[src/rtl/ctrl_seq_pkg.sv]
// Shared types and default widths for the counter control sequencer.
package ctrl_seq_pkg;

  localparam int unsigned N_DEF     = 4;
  localparam int unsigned LEN_W_DEF = 8;

  typedef enum logic [2:0] {
    IDLE  = 3'd0,
    CLEAR = 3'd1,
    UP    = 3'd2,
    HOLD  = 3'd3,
    DOWN  = 3'd4,
    DONE  = 3'd5
  } state_t;

endpackage

[src/rtl/count_model.sv]
// Shadow model of the up/down counter with a sticky mismatch flag.
// Only instantiated when CTRL_CHECK_EN is defined.
module count_model
  import ctrl_seq_pkg::*;
#(
  parameter int unsigned N = N_DEF
) (
  input  logic         clk,
  input  logic         reset,
  input  logic         seq_start,
  input  state_t       state,
  input  logic [N-1:0] count,
  output logic         mismatch
);

  logic [N-1:0] exp;

  always_ff @(posedge clk) begin
    if (reset) begin
      exp      <= '0;
      mismatch <= 1'b0;
    end else begin
      // The counter acts on the same edge as exp, so compare while both are settled.
      if (seq_start)
        mismatch <= 1'b0;
      else if ((state inside {UP, HOLD, DOWN, DONE}) && (count != exp))
        mismatch <= 1'b1;

      case (state)
        CLEAR:   exp <= '0;
        UP:      exp <= exp + N'(1);
        DOWN:    exp <= exp - N'(1);
        default: exp <= exp;
      endcase
    end
  end

endmodule

[src/rtl/counter_ctrl_seq.sv]
// Control sequencer for the up/down counter: clear, count up, hold, count down, done.
// Define CTRL_CHECK_EN to shadow-model the counter and raise a sticky mismatch flag.
module counter_ctrl_seq
  import ctrl_seq_pkg::*;
#(
  parameter int unsigned N     = N_DEF,
  parameter int unsigned LEN_W = LEN_W_DEF
) (
  input  logic             clk,
  input  logic             reset,
  input  logic             start,
  input  logic             abort,
  input  logic [LEN_W-1:0] up_len,
  input  logic [LEN_W-1:0] pause_len,
  input  logic [LEN_W-1:0] down_len,
  input  logic [N-1:0]     count,
  output logic             cnt_clr,
  output logic             pause,
  output logic             upDown,
  output logic             busy,
  output logic             done,
  output logic             mismatch
);

  state_t           state, ns;
  state_t           from_up, from_hold, from_down;
  logic [LEN_W-1:0] phc, nphc;
  logic [LEN_W-1:0] up_l, pause_l, down_l;
  logic             accept;

  assign accept = (state == IDLE) && start && !abort;

  // Zero-length phases are skipped by resolving the first non-empty phase ahead.
  always_comb begin
    from_down = (down_l  != '0) ? DOWN : DONE;
    from_hold = (pause_l != '0) ? HOLD : from_down;
    from_up   = (up_l    != '0) ? UP   : from_hold;

    ns = state;
    case (state)
      IDLE:    if (accept) ns = CLEAR;
      CLEAR:   ns = from_up;
      UP:      if (phc == '0) ns = from_hold;
      HOLD:    if (phc == '0) ns = from_down;
      DOWN:    if (phc == '0) ns = DONE;
      DONE:    ns = IDLE;
      default: ns = IDLE;
    endcase
    if (abort && (state != IDLE)) ns = IDLE;

    nphc = '0;
    if (ns == state)
      nphc = phc - LEN_W'(1);
    else begin
      case (ns)
        UP:      nphc = up_l - LEN_W'(1);
        HOLD:    nphc = pause_l - LEN_W'(1);
        DOWN:    nphc = down_l - LEN_W'(1);
        default: nphc = '0;
      endcase
    end
  end

  // Outputs are registered from the next state so they line up with it.
  always_ff @(posedge clk) begin
    if (reset) begin
      state   <= IDLE;
      phc     <= '0;
      up_l    <= '0;
      pause_l <= '0;
      down_l  <= '0;
      cnt_clr <= 1'b0;
      pause   <= 1'b1;
      upDown  <= 1'b1;
      busy    <= 1'b0;
      done    <= 1'b0;
    end else begin
      state <= ns;
      phc   <= nphc;
      if (accept) begin
        up_l    <= up_len;
        pause_l <= pause_len;
        down_l  <= down_len;
      end
      cnt_clr <= (ns == CLEAR);
      pause   <= !((ns == UP) || (ns == DOWN));
      upDown  <= (ns != DOWN);
      busy    <= (ns inside {CLEAR, UP, HOLD, DOWN});
      done    <= (ns == DONE);
    end
  end

`ifdef CTRL_CHECK_EN
  count_model #(.N(N)) u_count_model (
    .clk       (clk),
    .reset     (reset),
    .seq_start (accept),
    .state     (state),
    .count     (count),
    .mismatch  (mismatch)
  );
`else
  logic unused_count;
  assign unused_count = ^count;
  assign mismatch     = 1'b0;
`endif

endmodule
[config.mk]
export PLATFORM = sky130hd
export DESIGN_NAME = counter_ctrl_seq
export DESIGN_NICKNAME = d
export VERILOG_FILES = /design/src/rtl/ctrl_seq_pkg.sv /design/src/rtl/count_model.sv /design/src/rtl/counter_ctrl_seq.sv
export SDC_FILE = /design/constraint.sdc
export NUM_CORES = 1
export LEC_CHECK = 0
export ABC_AREA = 1
export CAP_MARGIN = 10
export CORE_ASPECT_RATIO = 1.2
export CORE_MARGIN = 2
export CORE_UTILIZATION = 35
export DETAILED_ROUTE_END_ITERATION = 7
export DONT_BUFFER_PORTS = 1
export PLACE_DENSITY = 0.52
export SETUP_SLACK_MARGIN = 0.1
export SLEW_MARGIN = 15
export SYNTH_ARGS = -nofsm -noshare
export SYNTH_HDL_FRONTEND = slang
export SYNTH_SLANG_ARGS = --single-unit
export TNS_END_PERCENT = 20
[constraint.sdc]
create_clock -name clk -period 2.2 [get_ports clk]
set_input_delay 0.11 -clock clk [delete_from_list [all_inputs] [get_ports clk]]
set_output_delay 0.11 -clock clk [all_outputs]
set_load 0.02 [all_outputs]
# Word-level counts from Yosys, hierarchy flattened
# Index checks and enable logic that the tools add are counted.
op_classes:
  addsub: 4
  n_eq_ne: 11
  mux: 11
  n_reduce_logical: 13
ops:
  columns: ["operator", "count"]
  rows:
  - ["$sub 8x1->8 const B", 4]
  - ["$pmux 8 s3", 1]
  - ["$reduce_bool 8->1", 3]
  - ["$mux 3", 7]
  - ["$pmux 3 s5", 1]
  - ["$eq 3x2->1 const B", 4]
  - ["$eq 3x3->1 const B", 3]
  - ["$logic_not 8->1", 1]
  - ["$mux 8", 1]
  - ["$eq 3x1->1 const B", 2]
  - ["$reduce_bool 4->1", 1]
  - ["$eq 3x3->1", 1]
  - ["$logic_and 1x1->1", 3]
  - ["$logic_not 3->1", 1]
  - ["$ne 3x3->1 const B", 1]
  - ["$reduce_bool 3->1", 1]
  - ["$logic_not 1->1", 2]
  - ["$logic_or 1x1->1", 1]
  - ["$mux 1", 1]
totals:
  reg_bits: 40
  inputBits: 32
  out_inout_bits: 6
  elab_cells: 49

# Logic depth before layout (Yosys ltp)
logic_depth:
  word_depth: 9
  ltp_mapped: 22
  ltp_nobuf: 22

# Worst setup path before layout
# OpenSTA, ideal clock, no wires.
synth_timing:
  path_type: "register -> register"
  startpoint: "register phc[0]"
  endpoint: "register phc[6]"
  setup_ps: 70
  arrival_ps: 2253
  required_time_ps: 2130
  path_slack_ps: -123
  path_stages_with_launch: 22
  n_path_buf: 0
  period_less_slack_ps: 2323
  cell_sequence: "dfxtp_1 > inv_1 > ha_1 > nand2_2 > nor2_4 > nand3_1 > nand3_1 > inv_1 > nor2_8 > nand2_4 > nand2_4 > inv_2 > nand2_1 > nand3_2 > inv_1 > ha_1 > nand2_1 > nor2_2 > nand2_1 > nand2_1 > nand3_1 > a21oi_1"
synth_via:
  elab_chain_cells: 7
  word_cells_on_any_way: 13
  cone_classes: "add/sub: 1; eq/ne: 4; mux: 7; reduce/logical: 1"
synth_rtl:
  columns: ["item", "line_no", "rtl"]
  rows:
  - ["start, declared", "counter_ctrl_seq.sv:27", "logic [LEN_W-1:0] phc, nphc;"]
  - ["start signal, assigned", "counter_ctrl_seq.sv:79", "phc <= nphc;"]
  - ["$logic_not 8->1", "counter_ctrl_seq.sv:43, counter_ctrl_seq.sv:44, counter_ctrl_seq.sv:45", null]
  - ["$mux 3 (on tied branches)", "counter_ctrl_seq.sv:45, counter_ctrl_seq.sv:44, counter_ctrl_seq.sv:43", null]
  - ["$pmux 3 s5", "counter_ctrl_seq.sv:40", "case (state)"]
  - ["$mux 3", "counter_ctrl_seq.sv:49", "if (abort && (state != IDLE)) ns = IDLE;"]
  - ["$eq 3x3->1 / $eq 3x2->1 (equally long branches)", "counter_ctrl_seq.sv:55", "case (ns)"]
  - ["$pmux 8 s3", "counter_ctrl_seq.sv:55", null]
  - ["$mux 8 (*)", "counter_ctrl_seq.sv:52", "if (ns == state)"]
# Every way passes the cells marked *; elsewhere a longest branch is shown, timed or not.
# A chain may end at the register's enable or synchronous reset.

# Worst setup path after layout
layout_timing:
  startpoint: "register pause_l[6]"
  endpoint: "register phc[7]"
layout_via:
  elab_chain_cells: 8
  word_cells_on_any_way: 13
  cone_classes: "add/sub: 1; eq/ne: 4; mux: 7; reduce/logical: 1"
layout_rtl:
  columns: ["item", "line_no", "rtl"]
  rows:
  - ["start, declared", "counter_ctrl_seq.sv:28", "logic [LEN_W-1:0] up_l, pause_l, down_l;"]
  - ["start signal, assigned", "counter_ctrl_seq.sv:82", "pause_l <= pause_len;"]
  - ["$reduce_bool 8->1", "counter_ctrl_seq.sv:36", "from_hold = (pause_l != '0) ? HOLD : from_down;"]
  - ["$mux 3", "counter_ctrl_seq.sv:36", null]
  - ["$mux 3 (on tied branches)", "counter_ctrl_seq.sv:43, counter_ctrl_seq.sv:37", null]
  - ["$pmux 3 s5", "counter_ctrl_seq.sv:40", null]
  - ["$mux 3", "counter_ctrl_seq.sv:49", null]
  - ["$eq 3x3->1 / $eq 3x2->1 (equally long branches)", "counter_ctrl_seq.sv:55", null]
  - ["$pmux 8 s3", "counter_ctrl_seq.sv:55", null]
  - ["$mux 8 (*)", "counter_ctrl_seq.sv:52", null]
# Marked as above.

==> results.toml <==
[placed_design]
placed_cells = 462
gp_congestion = 0.842
pre_cts_ws_ps = -188
portBuffers = 0
hpwl_um = 4330

[clocking]
max-clock-path-buffers = 2
clockRootBuffer = "clkbuf_8"
clock-sinks = 40
cts_tree = "built"
cts_buffers = 5
clk_pin_slew_worst_paths_ps = 90
ctsHoldBuffers = 18
clk_latency_ps = 300
htree_levels = 2

[cells_and_area]
synthToLayoutAreaGrowth_pct = 37.7
finalNonFillerCells = 492
nets = 440
drive_above_1_share_pct = 32.2
diodes = 0
fin_util_pct = 49.6

[drt]
viasPerCell = 4.48
wl_per_cell_um = 11.6
routed_wl_um = 5720
drt_iter0_markers = 54
first_pass_iters = 4
drc = 0
detail-route-antenna-nets = 0
num_vias = 2206

[yosys]
synth_nets = 374
ys_seq_elements = 40
synth-xor-area-share_pct = 3.06
synth_area_per_cell_um2 = 6.75
synth_top_cell_area_share_pct = 34.9
synth_top_family_by_area = "simple AND/OR/NAND/NOR gates"
synth_top_area_cell = "dfxtp_1"
ys_types = 30
synth_compound_area_share_pct = 13.2
netlist_area_mm2 = 0.00229
synth.mux.area_fraction_pct = 0
yosysSeqAreaShare_pct = 34.9
synth-simple-area-share_pct = 38.7
syn-instance-count = 340
yosys_warnings = 0
yosys.area_share.adder_pct = 1.09
synthTopCellsByArea = "dfxtp_1, nor2_1, nand2_1"

[global_route]
grt_max_degree = 37
grt_antenna_before_repair = 0
track_usage_pct = 16.8
grt_pass1_vias = 2166
grt_first_pass_wirelength_um = 9590
grt_overflow = 0

[critical_path]
worst-setup-path-type = "reg -> reg"
crit_path_start_kind = "register"
worstRegToRegCells = 16
r2r-start = "pause_l[6]$_SDFFE_PP0P_"
crit_arrival_ps = 2520
path_max_fanout = 5
cp.required_ps = 2430
endpoint = "phc[7]$_SDFF_PP0_"
reg2reg_to = "phc[7]$_SDFF_PP0_"
critPathLaunch = "pause_l[6]$_SDFFE_PP0P_"
crit_path_end_kind = "register"
r2r_slack_ps = -90

[die]
core_area_mm2 = 0.00637
num_rows = 32
die_w_um = 77.9
start_util_pct = 36.0
fp.dieH_um = 92.7
num_io_pins = 38
dieArea_mm2 = 0.00722

[timing]
hold_ws_ps = -136
clock.fmax_ghz = 0.436
fin_crit_sh_pct = 104
slew-limit-headroom_pct = 55.5
rsz0062_at_grt = "true"
fin_skew_ps = 10.0
finalHoldViolCount = 12
timing.setup.tns_ps = -216
slew_violations = 0
fin_ws_ps = -92.9
worst_slew_pin_slew_ps = 667
fin_crit_ps = 2290
setup_viol_count_final = 3

[outcome]
status = "complete, but fails checks"
violations = "hold timing, setup timing"

[power]
p_sw_mw = 1.38
switching_share_pct = 41.8
power_frac_clock_pct = 15.9
vdd.ir_drop.worst_v = 0.000395
intPower_mw = 1.93
seq_power_share_pct = 28.6
p_comb_share_pct = 55.5
power_leakage_nw = 1.45
power.density_mw_per_mm2 = 1050

[worst_hold_path]
min-delay-path-class = "in -> reg"
hold_depth = 1

[flow_run]
cap_violations = 0
## cell families after synthesis
kind of cell    count (synthesis)
fa+ha+maj                       2
other cells                     1
xor+xnor                        8
flops                          40
compound gates                 58
buf+inv                        52
simple gates                  179
## Yosys cell counts (all sizes together)
library cell	count
a21oi	21
buf	2
clkbuf	7
conb	1
dfxtp	40
ha	2
inv	43
nand2	60
nand3	28
nand3b	1
nor2	84
nor3	5
nor3b	1
o211ai	1
o21ai	34
o22ai	2
xnor2	2
xor2	6
## cell usage in the layout (no fill, tap or decap), types with 3 or more instances in the layout
cell	synthesis	layout
nor2_1	66	57
nand2_1	52	49
buf_4	2	45
dfxtp_1	40	37
o21ai_0	30	29
inv_1	33	28
nand3_1	24	21
dlygate4sd3_1	0	18
nor2_2	11	17
a21oi_1	20	17
inv_2	10	15
nor2_4	5	8
nand2_2	6	7
clkbuf_8	0	6
nand3_2	2	5
xor2_1	6	5
buf_6	0	5
nand2_4	2	4
a21oi_2	1	4
nor3_1	4	4
o21ai_1	3	3
dfxtp_2	0	3
## worst max-delay path, stage by stage, from the launching register on
cell     delay, ps
dfxtp_1        320
nor2_1         110
nand2_1        100
nor2_4         180
nand2_1        120
a21oi_2        160
nand3_2        130
buf_4          180
nand3_1         70
nand2_1        110
nor2_4         150
nand2_2         80
nor2_4         130
nand2_1         70
nand2_1         80
nand3_2         80
a21oi_2        160
## how the worst min path moves through the flow
stage / start / to / slack (ps)
6_report: reset / phc[3]$_SDFF_PP0_ / -140
4_1_cts: reset / phc[3]$_SDFF_PP0_ / -140
5_1_grt: reset / phc[0]$_SDFF_PP0_ / -150
3_3_place_gp: reset / phc[3]$_SDFF_PP0_ / 180
3_5_place_dp: reset / phc[3]$_SDFF_PP0_ / 180
2_1_floorplan: reset / busy$_SDFF_PP0_ / 180
## cell type report
| cell class | count | area [um2] |
|---|---|---|
| Fill cell | 628 | 3210 |
| Tap cell | 85 | 106 |
| Timing Repair Buffer | 68 | 574 |
| Clock buffer | 6 | 82.6 |
| Inverter | 43 | 161 |
| Sequential cell | 40 | 805 |
| Clock inverter | 2 | 15.0 |
| Multi-Input combinational cell | 248 | 1410 |
## stage by stage
step | power (mW) | cell area [um2]
2_1_floorplan | 2.07 | 2340
3_3_place_gp | 2.60 | 2750
3_5_place_dp | 2.61 | 2750
4_1_cts | 3.26 | 3100
5_1_grt | 3.59 | 3160
6_report | 3.31 | 3160
## layer usage
| metal | part of all wire (%) | global-route usage [%] |
|---|---|---|
| met1 | 44 | 19.5 |
| met2 | 51 | 30.5 |
| met3 | 2.7 | 3.02 |
| met4 | 1.7 | 6.58 |
| met5 | 0 | 0 |
## power groups by stage
stage	Clock, mW	Combinational, mW	Sequential [mW]
4_1_cts	0.543	1.78	0.944
3_5_place_dp	0	1.66	0.958
3_3_place_gp	0	1.64	0.957
2_1_floorplan	0	1.11	0.960
5_1_grt	0.573	2.05	0.963
6_report	0.528	1.84	0.947
## state kept, by name, summed over array words and instances (netlist names)
name / count
phc: 8
busy: 1
cnt_clr: 1
up_l: 8
done: 1
down_l: 8
upDown: 1
state: 3
pause_l: 8
pause: 1
## timing repair
action / 4_1_cts / 5_1_grt
gates resized for setup: 15 / 15
pin swaps: 17 / 10
endpoints found under the setup margin: 8 / 9
endpoints found under the hold margin: 30 / 12
buffers inserted: 3 / 1
Note: power is estimated with default switching activity, not from simulation.
